File: src/rtl/condlogic_mc_pkg.sv
// Shared definitions for the multi-bank condition logic: condition codes
// and NZCV bit positions within a 4-bit flags word.
package condlogic_mc_pkg;

  typedef enum logic [3:0] {
    CC_EQ = 4'h0, CC_NE = 4'h1, CC_CS = 4'h2, CC_CC = 4'h3,
    CC_MI = 4'h4, CC_PL = 4'h5, CC_VS = 4'h6, CC_VC = 4'h7,
    CC_HI = 4'h8, CC_LS = 4'h9, CC_GE = 4'hA, CC_LT = 4'hB,
    CC_GT = 4'hC, CC_LE = 4'hD, CC_AL = 4'hE, CC_NV = 4'hF
  } cond_e;

  localparam int FN = 3;
  localparam int FZ = 2;
  localparam int FC = 1;
  localparam int FV = 0;

endpackage

File: src/rtl/condlogic_mc_cond_eval.sv
// Pure combinational condition decode of a 4-bit condition field against NZCV.
module cond_eval
  import condlogic_mc_pkg::*;
(
  input  logic [3:0] Cond,
  input  logic [3:0] Flags,
  output logic       CondEx
);

  logic n, z, c, v, ge;

  assign n  = Flags[FN];
  assign z  = Flags[FZ];
  assign c  = Flags[FC];
  assign v  = Flags[FV];
  assign ge = (n == v);

  // Full 16-way decode; NV resolves to 0 so the result is never X.
  always_comb begin
    CondEx = 1'b0;
    case (cond_e'(Cond))
      CC_EQ: CondEx = z;
      CC_NE: CondEx = ~z;
      CC_CS: CondEx = c;
      CC_CC: CondEx = ~c;
      CC_MI: CondEx = n;
      CC_PL: CondEx = ~n;
      CC_VS: CondEx = v;
      CC_VC: CondEx = ~v;
      CC_HI: CondEx = c & ~z;
      CC_LS: CondEx = ~(c & ~z);
      CC_GE: CondEx = ge;
      CC_LT: CondEx = ~ge;
      CC_GT: CondEx = ~z & ge;
      CC_LE: CondEx = ~(~z & ge);
      CC_AL: CondEx = 1'b1;
      CC_NV: CondEx = 1'b0;
      default: CondEx = 1'b0;
    endcase
  end

endmodule

File: src/rtl/condlogic_mc.sv
// Condition logic with NBANK selectable NZCV flag banks and one saved-flags
// register. All state lives here; decode is delegated to cond_eval.
module condlogic_mc
  import condlogic_mc_pkg::*;
#(
  parameter int NBANK = 1,
  parameter int BW    = (NBANK > 1) ? $clog2(NBANK) : 1
) (
  input  logic          clk,
  input  logic          reset,
  input  logic [3:0]    Cond,
  input  logic [3:0]    ALUFlags,
  input  logic [1:0]    FlagW,
  input  logic [BW-1:0] BankSel,
  input  logic          CondLatch,
  input  logic          PCS,
  input  logic          NextPC,
  input  logic          RegW,
  input  logic          MemW,
  input  logic          FlagSave,
  input  logic          FlagRestore,
  output logic          PCWrite,
  output logic          RegWrite,
  output logic          MemWrite,
  output logic          CondEx,
  output logic          CondExDelayed,
  output logic [3:0]    Flags
);

  // One extra bit so NBANK itself is representable (e.g. NBANK=4, BW=2).
  localparam logic [BW:0] NB = (BW+1)'(NBANK);

  logic [NBANK-1:0][3:0] bank_q;
  logic [3:0]            saved_q;
  logic                  ced_q;
  logic                  sel_ok;

  // Out-of-range selects (possible when NBANK is not a power of two) read as
  // zero and block every bank write.
  assign sel_ok = ({1'b0, BankSel} < NB);

  // Active-bank read mux.
  always_comb begin
    Flags = 4'b0000;
    for (int b = 0; b < NBANK; b++)
      if (sel_ok && (BankSel == BW'(b))) Flags = bank_q[b];
  end

  cond_eval u_cond_eval (
    .Cond   (Cond),
    .Flags  (Flags),
    .CondEx (CondEx)
  );

  // Bank update: restore beats FlagW on the selected bank; N,Z and C,V halves
  // are written independently when the instruction's condition passes.
  always_ff @(posedge clk) begin
    if (reset) begin
      bank_q <= '0;
    end else begin
      for (int b = 0; b < NBANK; b++) begin
        if (sel_ok && (BankSel == BW'(b))) begin
          if (FlagRestore) begin
            bank_q[b] <= saved_q;
          end else begin
            if (FlagW[1] && CondEx) bank_q[b][FN:FZ] <= ALUFlags[FN:FZ];
            if (FlagW[0] && CondEx) bank_q[b][FC:FV] <= ALUFlags[FC:FV];
          end
        end
      end
    end
  end

  // Saved register takes the pre-edge active flags, so save+restore swaps.
  always_ff @(posedge clk) begin
    if (reset)         saved_q <= 4'b0000;
    else if (FlagSave) saved_q <= Flags;
  end

  // Delayed condition, captured only when requested.
  always_ff @(posedge clk) begin
    if (reset)          ced_q <= 1'b0;
    else if (CondLatch) ced_q <= CondEx;
  end

  assign CondExDelayed = ced_q;
  assign PCWrite       = (PCS & CondEx) | NextPC;
  assign RegWrite      = RegW & ced_q;
  assign MemWrite      = MemW & ced_q;

endmodule

File: config.mk
export PLATFORM = sky130hd
export DESIGN_NAME = condlogic_mc
export DESIGN_NICKNAME = d
export VERILOG_FILES = /design/src/rtl/condlogic_mc_pkg.sv /design/src/rtl/condlogic_mc_cond_eval.sv /design/src/rtl/condlogic_mc.sv
export SDC_FILE = /design/constraint.sdc
export NUM_CORES = 1
export LEC_CHECK = 0
export BUFFER_PORTS_ARGS = -buffer_cell sky130_fd_sc_hd__buf_2
export CAP_MARGIN = 25
export CORE_UTILIZATION = 45
export CTS_CLUSTER_SIZE = 12
export DETAILED_ROUTE_END_ITERATION = 10
export HOLD_SLACK_MARGIN = 0.03
export MAX_ROUTING_LAYER = met4
export PLACE_DENSITY = 0.81
export SLEW_MARGIN = 10
export SYNTH_ARGS = -nofsm -noshare
export SYNTH_HDL_FRONTEND = slang
export SYNTH_SLANG_ARGS = --single-unit
File: constraint.sdc
create_clock -name clk -period 2.04 [get_ports clk]
set_input_delay 0.306 -clock clk [delete_from_list [all_inputs] [get_ports clk]]
set_output_delay 0.306 -clock clk [all_outputs]
set_load 0.02 [all_outputs]
==> flow_metrics.py, run 1 <==
metrics = {
    "status": {
        "outcome": "finished, final reports clean",
    },
    "sta": {
        "finalSetupViolCount": 0,
        "finClkSkew_ns": 0.004856,
        "fmax_mhz": 499.9,
        "period_needed_ns": 2.000,
        "rsz0062_at_grt": "true",
        "setup_ws_ns": 0.03972,
        "worstMarginPinSlew_ns": 0.4031,
        "maxSlewHeadroom": 0.7307,
        "slew_violations": 0,
        "finalHoldViolCount": 0,
        "finalCritPeriodShare": 0.9805,
    },
    "power_and_ir_drop": {
        "power.density_nw_per_um2": 459.7,
        "vdd_drop_max_uv": 360.6,
        "power_leakage_uw": 0.0004725,
    },
    "global_route": {
        "grt_pass1_vias": 741,
        "overflow": 0,
        "antenna_found_initial": 0,
        "grtUsageTotal": 0.2199,
        "grt_pass1_wl_um": 3125,
        "grt_max_degree": 13,
    },
    "worst_setup_path": {
        "r2r_cells": 6,
        "start_kind": "flip-flop",
        "crit_path_start": "bank_q[3]",
        "cp.required_ns": 1.73,
        "worstPathArrival_ns": 1.69,
        "worst_setup_path_end_kind": "output port",
        "timing.rr.end": "bank_q[0]",
        "cp_max_fo": 3,
        "crit_type": "flip-flop to output port",
        "rrSetupSlack_ns": 0.39,
        "endpoint": "PCWrite",
        "worstReg2RegStart": "bank_q[3]",
    },
    "synthesis": {
        "synth_edf_count": 0,
        "yosys_warnings": 0,
        "yosysSeqAreaShare": 0.2219,
        "avgSynthCellArea_um2": 7.589,
        "ys_ff_latch": 9,
        "syn_inst": 107,
        "synth_flop_cell": "dfxtp_1",
        "synth_cell_types": 29,
        "netlist_area_um2": 812.0,
        "syn_nets": 127,
        "async_reset_ff_frac": 0,
    },
    "cts": {
        "clock-root-buffer": "clkbuf_4",
        "numCtsBuffers": 3,
        "path_clk_slew_ns": 0.06,
        "cts_tree": "done",
        "clock_path_buffers": 2,
        "htree_num_levels": 1,
        "insertion_delay_ns": 0.27,
        "cts.sink_count": 9,
    },
    "min_path": {
        "min_path_type": "input pin to flip-flop",
        "min_from": "CondLatch",
    },
    "layout": {
        "antenna_cells": 0,
        "area_growth_pct": 28.51,
        "final_cell_mix": "buf_2 (26), mux2i_1 (15), nor2_1 (10), nand2_1 (9), a21oi_1 (8)",
        "fin_nets": 158,
        "fin_util": 0.6546,
        "final_common_cell": "buf_2",
        "drive_above_1_share": 0.3358,
        "post_layout_nonfiller_instances": 161,
    },
    "floorplanning": {
        "die_h_um": 44.48,
        "die_w_um": 44.48,
        "core-area_um2": 1594,
        "io_pins": 29,
        "row_count": 14,
        "initial_core_util": 0.5094,
        "die-area_um2": 1978,
    },
    "detailed_routing": {
        "vias": 891,
        "dr.pass1.iters": 4,
        "viasPerCell": 5.534,
        "routedWlPerCell_um": 13.01,
        "ant_nets": 0,
        "drtIter0Drc": 36,
        "wl_um": 2095,
        "remaining_drc_errors": 0,
    },
    "placed_design": {
        "dp_cells": 156,
        "place_ws_ns": 0.1605,
        "routabilityCongestion": 0.9001,
        "port-buffer-count": 28,
        "dpl.hpwl_um": 1595,
    },
    "run": {
        "cap_violations": 0,
    },
}
## worst max-delay path, stage by stage, from the launching register on
cell	delay, ns
dfxtp_4	0.35
xor2_2	0.18
o21bai_1	0.22
mux2i_1	0.21
o2111a_1	0.25
o21bai_1	0.07
buf_4	0.15
## worst min-delay path by stage
stage                    end  slack (ns)  depth (start not counted)
4_1_cts        CondExDelayed        0.25                          2
6_report       CondExDelayed        0.25                          2
3_3_place_gp   CondExDelayed        0.48                          2
2_1_floorplan  CondExDelayed        0.42                          1
5_1_grt        CondExDelayed        0.26                          2
3_5_place_dp   CondExDelayed        0.49                          2
## final cells by class
| type | instances | area, um^2 |
|---|---|---|
| Multi-Input combinational cell | 88 | 605.6 |
| Fill cell | 140 | 550.5 |
| Sequential cell | 9 | 187.7 |
| Timing Repair Buffer | 33 | 182.7 |
| Tap cell | 24 | 30.03 |
| Clock buffer | 4 | 26.28 |
| Inverter | 3 | 11.26 |
## what timing repair did
item,in CTS,in global routing
pin swaps,0,3
gates resized for setup,3,9
endpoints found under the setup margin,2,2
hold buffers,0,0
buffers inserted,0,1
gates cloned,0,0
## flip-flops by register name, indices dropped and copies added (netlist names)
| name | count |
|---|---|
| CondExDelayed | 1 |
| bank_q | 4 |
| saved_q | 4 |
## kinds of logic after synthesis
logic type	share of synthesized area
buffers and inverters	0.06624
and+or+nand+nor	0.2989
xor gates and xnor gates	0.03236
AOI/OAI and AO/OA	0.1957
muxes	0.1849
DFF	0.2219
## cell usage after synthesis, types with 2 or more instances
cell      instances  area [um^2]
mux2i_1          15        150.1
xnor2_1           2        17.52
o21bai_1          2        15.01
nand2b_1          3        18.77
a21oi_1           8        40.04
nor4_1            5        31.28
nor3b_1           3        22.52
inv_1             3        11.26
a22oi_1           3        22.52
clkbuf_1          4        15.01
and2_1            2        12.51
nor2b_1           7        43.79
o21ai_0           7        35.03
dfxtp_1           9        180.2
nor2_1           11        41.29
nand2_1           9        33.78
buf_6             2        22.52
## through the flow
| stage | setup TNS (ns) | total power (uW) | hold slack [ns] | instance area, um^2 |
|---|---|---|---|---|
| 2_1_floorplan | 0 | 288.3 | 0.4229 | 812.0 |
| 3_3_place_gp | 0 | 327.2 | 0.4782 | 969.7 |
| 3_5_place_dp | 0 | 331.2 | 0.4920 | 969.7 |
| 4_1_cts | 0 | 475.4 | 0.2502 | 1008 |
| 5_1_grt | -0.01165 | 502.3 | 0.2566 | 1044 |
| 6_report | 0 | 479.7 | 0.2490 | 1044 |
## power breakdown
group	switching [uW]	total (uW)	internal (uW)	leakage (uW)
registers	6.04	187	181	0.0000751
logic	82.6	151	68.4	0.000382
clock network	66.2	142	75.6	0.0000150
## layer usage
layer	wire, um	global-route usage	up-vias
li1	-	-	444
met1	881	0.2593	395
met2	989	0.3500	46
met3	194	0.06531	6
met4	30	0.08485	0
met5	0	-	-
Note: power is estimated with default switching activity, not from simulation.
==> inputs of run 2 (changes only) <==
--- a/config.mk
+++ b/config.mk
@@ -7,2 +7,3 @@
 export LEC_CHECK = 0
+export ABC_CLOCK_PERIOD_IN_PS = 2040
 export BUFFER_PORTS_ARGS = -buffer_cell sky130_fd_sc_hd__buf_2
==> constraint.sdc (replaced) <==
create_clock -name clk -period 2.04 [get_ports clk]
set_input_delay 0.102 -clock clk [delete_from_list [all_inputs] [get_ports clk]]
set_output_delay 0.102 -clock clk [all_outputs]
set_load 0.02 [all_outputs]
==> run 2 against run 1 <==
Effect of this change:
- worst hold slack lost 0.20 ns
- combinational power shrank 3%
- global-route usage down 0.67 points
- critical path type unchanged
- die area unchanged
- worst setup slack gained 0.096 ns
- largest cell class unchanged
==> flow_metrics.py, run 2 (same netlist as run 1, synthesis figures left out) <==
metrics = {
    "sta": {
        "maxSlewHeadroom": 0.6683,
        "worstMarginPinSlew_ns": 0.4931,
        "finalSetupViolCount": 0,
        "setup_ws_ns": 0.1354,
        "finalCritPeriodShare": 0.9337,
        "slew_violations": 0,
        "rsz0062_at_grt": "false",
        "finClkSkew_ns": 0.01215,
        "period_needed_ns": 1.905,
        "fmax_mhz": 525.0,
        "fin_setup_tns_ns": 0,
        "finalHoldViolCount": 0,
    },
    "placed_design": {
        "placed_area_um2": 939.7,
        "place_ws_ns": 0.2424,
        "port-buffer-count": 28,
        "routabilityCongestion": 0.9586,
        "dpl.hpwl_um": 1442,
        "dp_cells": 152,
    },
    "worst_setup_path": {
        "crit_chain": "nor3b_2 -> a2bb2oi_1 -> mux2i_1 -> o2111a_2 -> o21bai_1 -> buf_2",
        "worstPathArrival_ns": 1.80,
        "critPathMaxStageDelay_ns": 0.38,
        "crit_type": "flip-flop to output port",
        "cp.buffers_inverters": 1,
        "start_kind": "flip-flop",
        "cp.required_ns": 1.94,
        "crit_family": "compound AO/OA/AOI/OAI gates",
        "cp_max_fo": 7,
        "slowest_stage": "dfxtp_1",
        "worst_setup_path_end_kind": "output port",
    },
    "cts": {
        "clock_path_buffers": 2,
        "insertion_delay_ns": 0.27,
        "numCtsBuffers": 3,
        "htree_num_levels": 1,
        "cts.sink_count": 9,
        "cts_hold_buf": 0,
        "clock-root-buffer": "clkbuf_4",
        "cts_tree": "done",
        "path_clk_slew_ns": 0.07,
    },
    "global_route": {
        "antenna_found_initial": 0,
        "grt_max_degree": 17,
        "grtUsageTotal": 0.2132,
        "overflow": 0,
        "grt_pass1_vias": 712,
        "grt_pass1_wl_um": 3001,
    },
    "layout": {
        "post_layout_nonfiller_instances": 159,
        "final_cell_area_um2": 994.7,
        "nFillCells": 142,
        "area_growth_pct": 22.50,
        "drive_above_1_share": 0.2815,
        "multi_input_area_um2": 584.3,
        "regArea_um2": 180.2,
        "final_cell_mix": "buf_2 (28), mux2i_1 (15), nor2_1 (11), dfxtp_1 (9), nand2_1 (9)",
        "antenna_cells": 0,
        "fin_util": 0.6240,
        "final_common_cell": "buf_2",
        "fin_nets": 156,
    },
    "floorplanning": {
        "die_w_um": 44.48,
        "die_h_um": 44.48,
        "row_count": 14,
        "core-area_um2": 1594,
        "initial_core_util": 0.5094,
        "io_pins": 29,
        "die-area_um2": 1978,
    },
    "detailed_routing": {
        "routedWlPerCell_um": 12.39,
        "remaining_drc_errors": 0,
        "wl_um": 1970,
        "viasPerCell": 5.472,
        "ant_nets": 0,
        "drtIter0Drc": 31,
        "dr.pass1.iters": 4,
        "vias": 870,
    },
    "status": {
        "outcome": "finished, final reports clean",
    },
    "run": {
        "cap_violations": 0,
    },
    "power_and_ir_drop": {
        "power_leakage_uw": 0.0004568,
        "power.density_nw_per_um2": 479.7,
        "vdd_drop_max_uv": 327.1,
    },
    "min_path": {
        "min_path_type": "input pin to flip-flop",
    },
}
run 2: cell count changes in the layout (fill, tap and decap cells not counted), moves of 2 or more:
| cell | change |
|---|---|
| buf_2 | +2 |
| buf_4 | -4 |
| dfxtp_1 | +4 |
| dfxtp_2 | -3 |
run 2: repair_timing:
action	CTS	global route
buffers inserted	0	3
gates resized for setup	1	1
pin swaps	0	1
setup endpoints to repair	2	2
run 2: routing by layer:
metal / routed length, um / share of wire / global-route usage
met1: 909 / 0.46 / 0.2649
met2: 899 / 0.46 / 0.3412
met3: 132 / 0.067 / 0.07347
met4: 29 / 0.015 / 0.03030
met5: 0 / 0 / -
run 2: path summary, 6_finish.rpt:
kind / startpoint / to / slack (ns) / depth (start not counted)
worst max register to register: bank_q[2] / bank_q[3] / 0.30 / 6
worst min register to register: CondExDelayed / CondExDelayed / 0.50 / 2
worst min-delay path: CondLatch / CondExDelayed / 0.04 / 2
worst max-delay path: bank_q[2] / PCWrite / 0.14 / 6
run 2: area by class of cell:
class / instances / share of cell area
multi-input cells: 88 / 0.5874
inverters: 3 / 0.01132
repair buffers: 31 / 0.1635
clock buffers: 4 / 0.02642
well taps: 24 / 0.03019
flip-flops and latches: 9 / 0.1811
run 2: stage by stage:
stage	total power [uW]	hold slack, ns
2_1_floorplan	288.3	0.2189
3_3_place_gp	319.8	0.3200
3_5_place_dp	323.0	0.3320
4_1_cts	465.8	0.04571
5_1_grt	503.1	0.06093
6_report	477.1	0.04428
run 2: power breakdown:
part,total (uW),internal (uW),switching (uW)
logic,147,67.0,80.1
registers,188,181,6.48
clock network,142,75.5,66.9
run 2: worst register-to-register path, delay by kind of cell (launching register included):
| family | cells | cell delay, ns |
|---|---|---|
| simple gates | 1 | 0.19 |
| buf+inv | 1 | 0.13 |
| flops | 1 | 0.38 |
| mux | 2 | 0.43 |
| compound gates | 2 | 0.51 |
==> inputs of run 3 (changes only) <==
Settings changed: ABC_AREA set to 1, HOLD_SLACK_MARGIN 0.03 to 0.06, PLACE_DENSITY 0.81 to 0.83.
==> run 3 against run 2 <==
Effect of this change:
- synthesized cell count rose by 16%
- critical path depth rose by 3
- core utilization rose by 2.9 points
- worst hold slack improved by 0.055 ns
==> flow_metrics.py, run 3 <==
metrics = {
    "status": {
        "outcome": "finished, final reports clean",
    },
    "detailed_routing": {
        "remaining_drc_errors": 0,
        "routedWlPerCell_um": 10.42,
        "viasPerCell": 5.076,
        "vias": 873,
        "drtIter0Drc": 26,
        "wl_um": 1792,
        "ant_nets": 0,
        "dr.pass1.iters": 4,
    },
    "cts": {
        "path_clk_slew_ns": 0.06,
        "clock_path_buffers": 2,
        "htree_num_levels": 1,
        "cts.sink_count": 9,
        "cts_setup_buffers": 0,
        "clock-root-buffer": "clkbuf_4",
        "numCtsBuffers": 3,
        "cts_tree": "done",
        "insertion_delay_ns": 0.27,
    },
    "layout": {
        "post_layout_nonfiller_instances": 172,
        "area_growth_pct": 27.56,
        "final_cell_mix": "nand2_1 (37), buf_2 (28), nor2_1 (17), inv_1 (14), nand3_1 (13)",
        "fin_nets": 178,
        "antenna_cells": 0,
        "drive_above_1_share": 0.3121,
        "nFillCells": 134,
        "final_common_cell": "nand2_1",
    },
    "floorplanning": {
        "die-area_um2": 1736,
        "die_w_um": 41.67,
        "row_count": 13,
        "core-area_um2": 1383,
        "io_pins": 29,
        "initial_core_util": 0.5122,
        "die_h_um": 41.67,
    },
    "sta": {
        "finalSetupViolCount": 0,
        "maxSlewHeadroom": 0.8205,
        "slew_violations": 0,
        "finClkSkew_ns": 0.004818,
        "rsz0062_at_grt": "false",
        "period_needed_ns": 1.750,
        "fmax_mhz": 571.6,
        "finalCritPeriodShare": 0.8577,
        "finalHoldViolCount": 0,
        "worstMarginPinSlew_ns": 0.2672,
        "fin_setup_tns_ns": 0,
    },
    "min_path": {
        "min_path_type": "input pin to flip-flop",
    },
    "synthesis": {
        "synth_cell_types": 19,
        "yosys_warnings": 0,
        "async_reset_ff_frac": 0,
        "avgSynthCellArea_um2": 5.711,
        "synthTopCellsByCount": "nand2_1 (37), nor2_1 (17), inv_1 (14)",
        "synth_flop_cell": "dfxtp_1",
        "syn_inst": 124,
        "syn_nets": 144,
        "netlist_area_um2": 708.2,
        "yosysSeqAreaShare": 0.2544,
        "synth.area.top_cells": "dfxtp_1 (25%), nand2_1 (20%), nand3_1 (9.2%)",
        "netlist.area_leader.share": 0.2544,
        "ys_ff_latch": 9,
        "synth_edf_count": 0,
        "synth_most_common_cell": "nand2_1",
        "yosysTopAreaCell": "dfxtp_1",
    },
    "global_route": {
        "grt_max_degree": 10,
        "grt_pass1_wl_um": 3015,
        "grt_pass1_vias": 774,
        "grtUsageTotal": 0.2229,
        "overflow": 0,
        "antenna_found_initial": 0,
    },
    "power_and_ir_drop": {
        "power.density_nw_per_um2": 550.9,
        "vdd_drop_max_uv": 312.5,
        "power_leakage_uw": 0.0005466,
    },
    "worst_setup_path": {
        "crit_chain": "inv_1 -> nand3_1 -> nand2_1 -> nand2_1 -> o21ai_1 -> nor2_2 -> nand3_2 -> a31o_2 -> buf_2",
        "cp.required_ns": 1.94,
        "rrSetupSlack_ns": 0.52,
        "worst_setup_path_end_kind": "output port",
        "cp.buffers_inverters": 2,
        "crit_type": "flip-flop to output port",
        "critPathMaxStageDelay_ns": 0.38,
        "cp_max_fo": 4,
        "start_kind": "flip-flop",
        "cpMostUsedCell": "nand2_1",
        "crit_family": "simple AND/OR/NAND/NOR gates",
        "worstPathArrival_ns": 1.65,
        "slowest_stage": "dfxtp_1",
    },
    "placed_design": {
        "dpl.hpwl_um": 1451,
        "port-buffer-count": 28,
        "dp_cells": 167,
        "routabilityCongestion": 0.8837,
    },
    "run": {
        "cap_violations": 0,
    },
}
==> run 3: cell count changes after synthesis, sizes merged, moves of 3 or more <==
cell	delta
nand2	+33
inv	+16
mux2i	-15
nand3	+13
nor2	+11
nor2b	-7
nor4	-5
clkbuf	-4
a22oi	-3
buf	-3
nand2b	-3
nor3b	-3
==> run 3: cells by family (layout without fill, tap and decap cells) <==
group / count (synthesis) / after routing / share of synthesized area
AO/OA/AOI/OAI: 14 / 14 / 0.1095
buffers and inverters: 19 / 52 / 0.1078
flip-flops: 9 / 9 / 0.2544
AND/OR/NAND/NOR: 82 / 82 / 0.5283
==> run 3: final timing paths <==
check	depth (start not counted)	from	end
worst max-delay path	9	bank_q[3]	PCWrite
worst min register to register	2	saved_q[0]	saved_q[0]
worst max register to register	13	bank_q[3]	bank_q[2]
worst min-delay path	2	FlagSave	saved_q[1]
==> run 3: repair_timing <==
| action | 4_1_cts | 5_1_grt |
|---|---|---|
| hold buffers | 1 | 0 |
| resized for setup | 0 | 0 |
| endpoints found under the hold margin | 1 | 0 |
==> run 3: worst register-to-register path, stage by stage (launching register included) <==
cell     delay (ns)
dfxtp_1        0.38
inv_1          0.09
nand3_1        0.11
nand2_1        0.09
nand2_1        0.07
o21ai_1        0.07
nor2_2         0.10
nand3_2        0.11
nand3_1        0.09
nand2_1        0.06
nand2_2        0.09
nand2_1        0.05
nand2_1        0.07
nor2_2         0.04
==> run 3: final cells by class <==
class,instances,area [um^2],share of cell area
flip-flops and latches,9,180.2,0.1994
repair buffers,29,150.1,0.1662
inverters,19,76.32,0.08449
multi-input cells,96,451.7,0.5000
clock buffers,4,26.28,0.02909
well taps,15,18.77,0.02078
==> run 3: where the power goes <==
group          switching [uW]  internal (uW)  leakage, uW  total, uW
registers                10.2            189    0.0000744        199
clock network            66.3           75.6    0.0000150        142
logic                    98.8           57.7     0.000457        157
total                     175            322     0.000547        498
==> run 3: stage by stage <==
stage          setup slack (ns)  power, uW  utilization  hold slack [ns]  area [um^2]
2_1_floorplan            0.7429      303.3            -           0.1917        708.2
3_5_place_dp             0.5370      357.0       0.6271           0.3018        867.1
3_3_place_gp             0.5513      353.4       0.6271           0.2917        867.1
6_report                 0.2904      497.7       0.6534          0.09978        903.4
5_1_grt                  0.1743      529.5       0.6534           0.1372        903.4
4_1_cts                  0.2926      498.6       0.6534          0.09785        903.4
==> run 3: per-layer routing <==
metal,track usage,part of all wire
met5,-,0
met4,0.1161,0.025
met3,0.01739,0.039
met2,0.3781,0.49
met1,0.2606,0.45
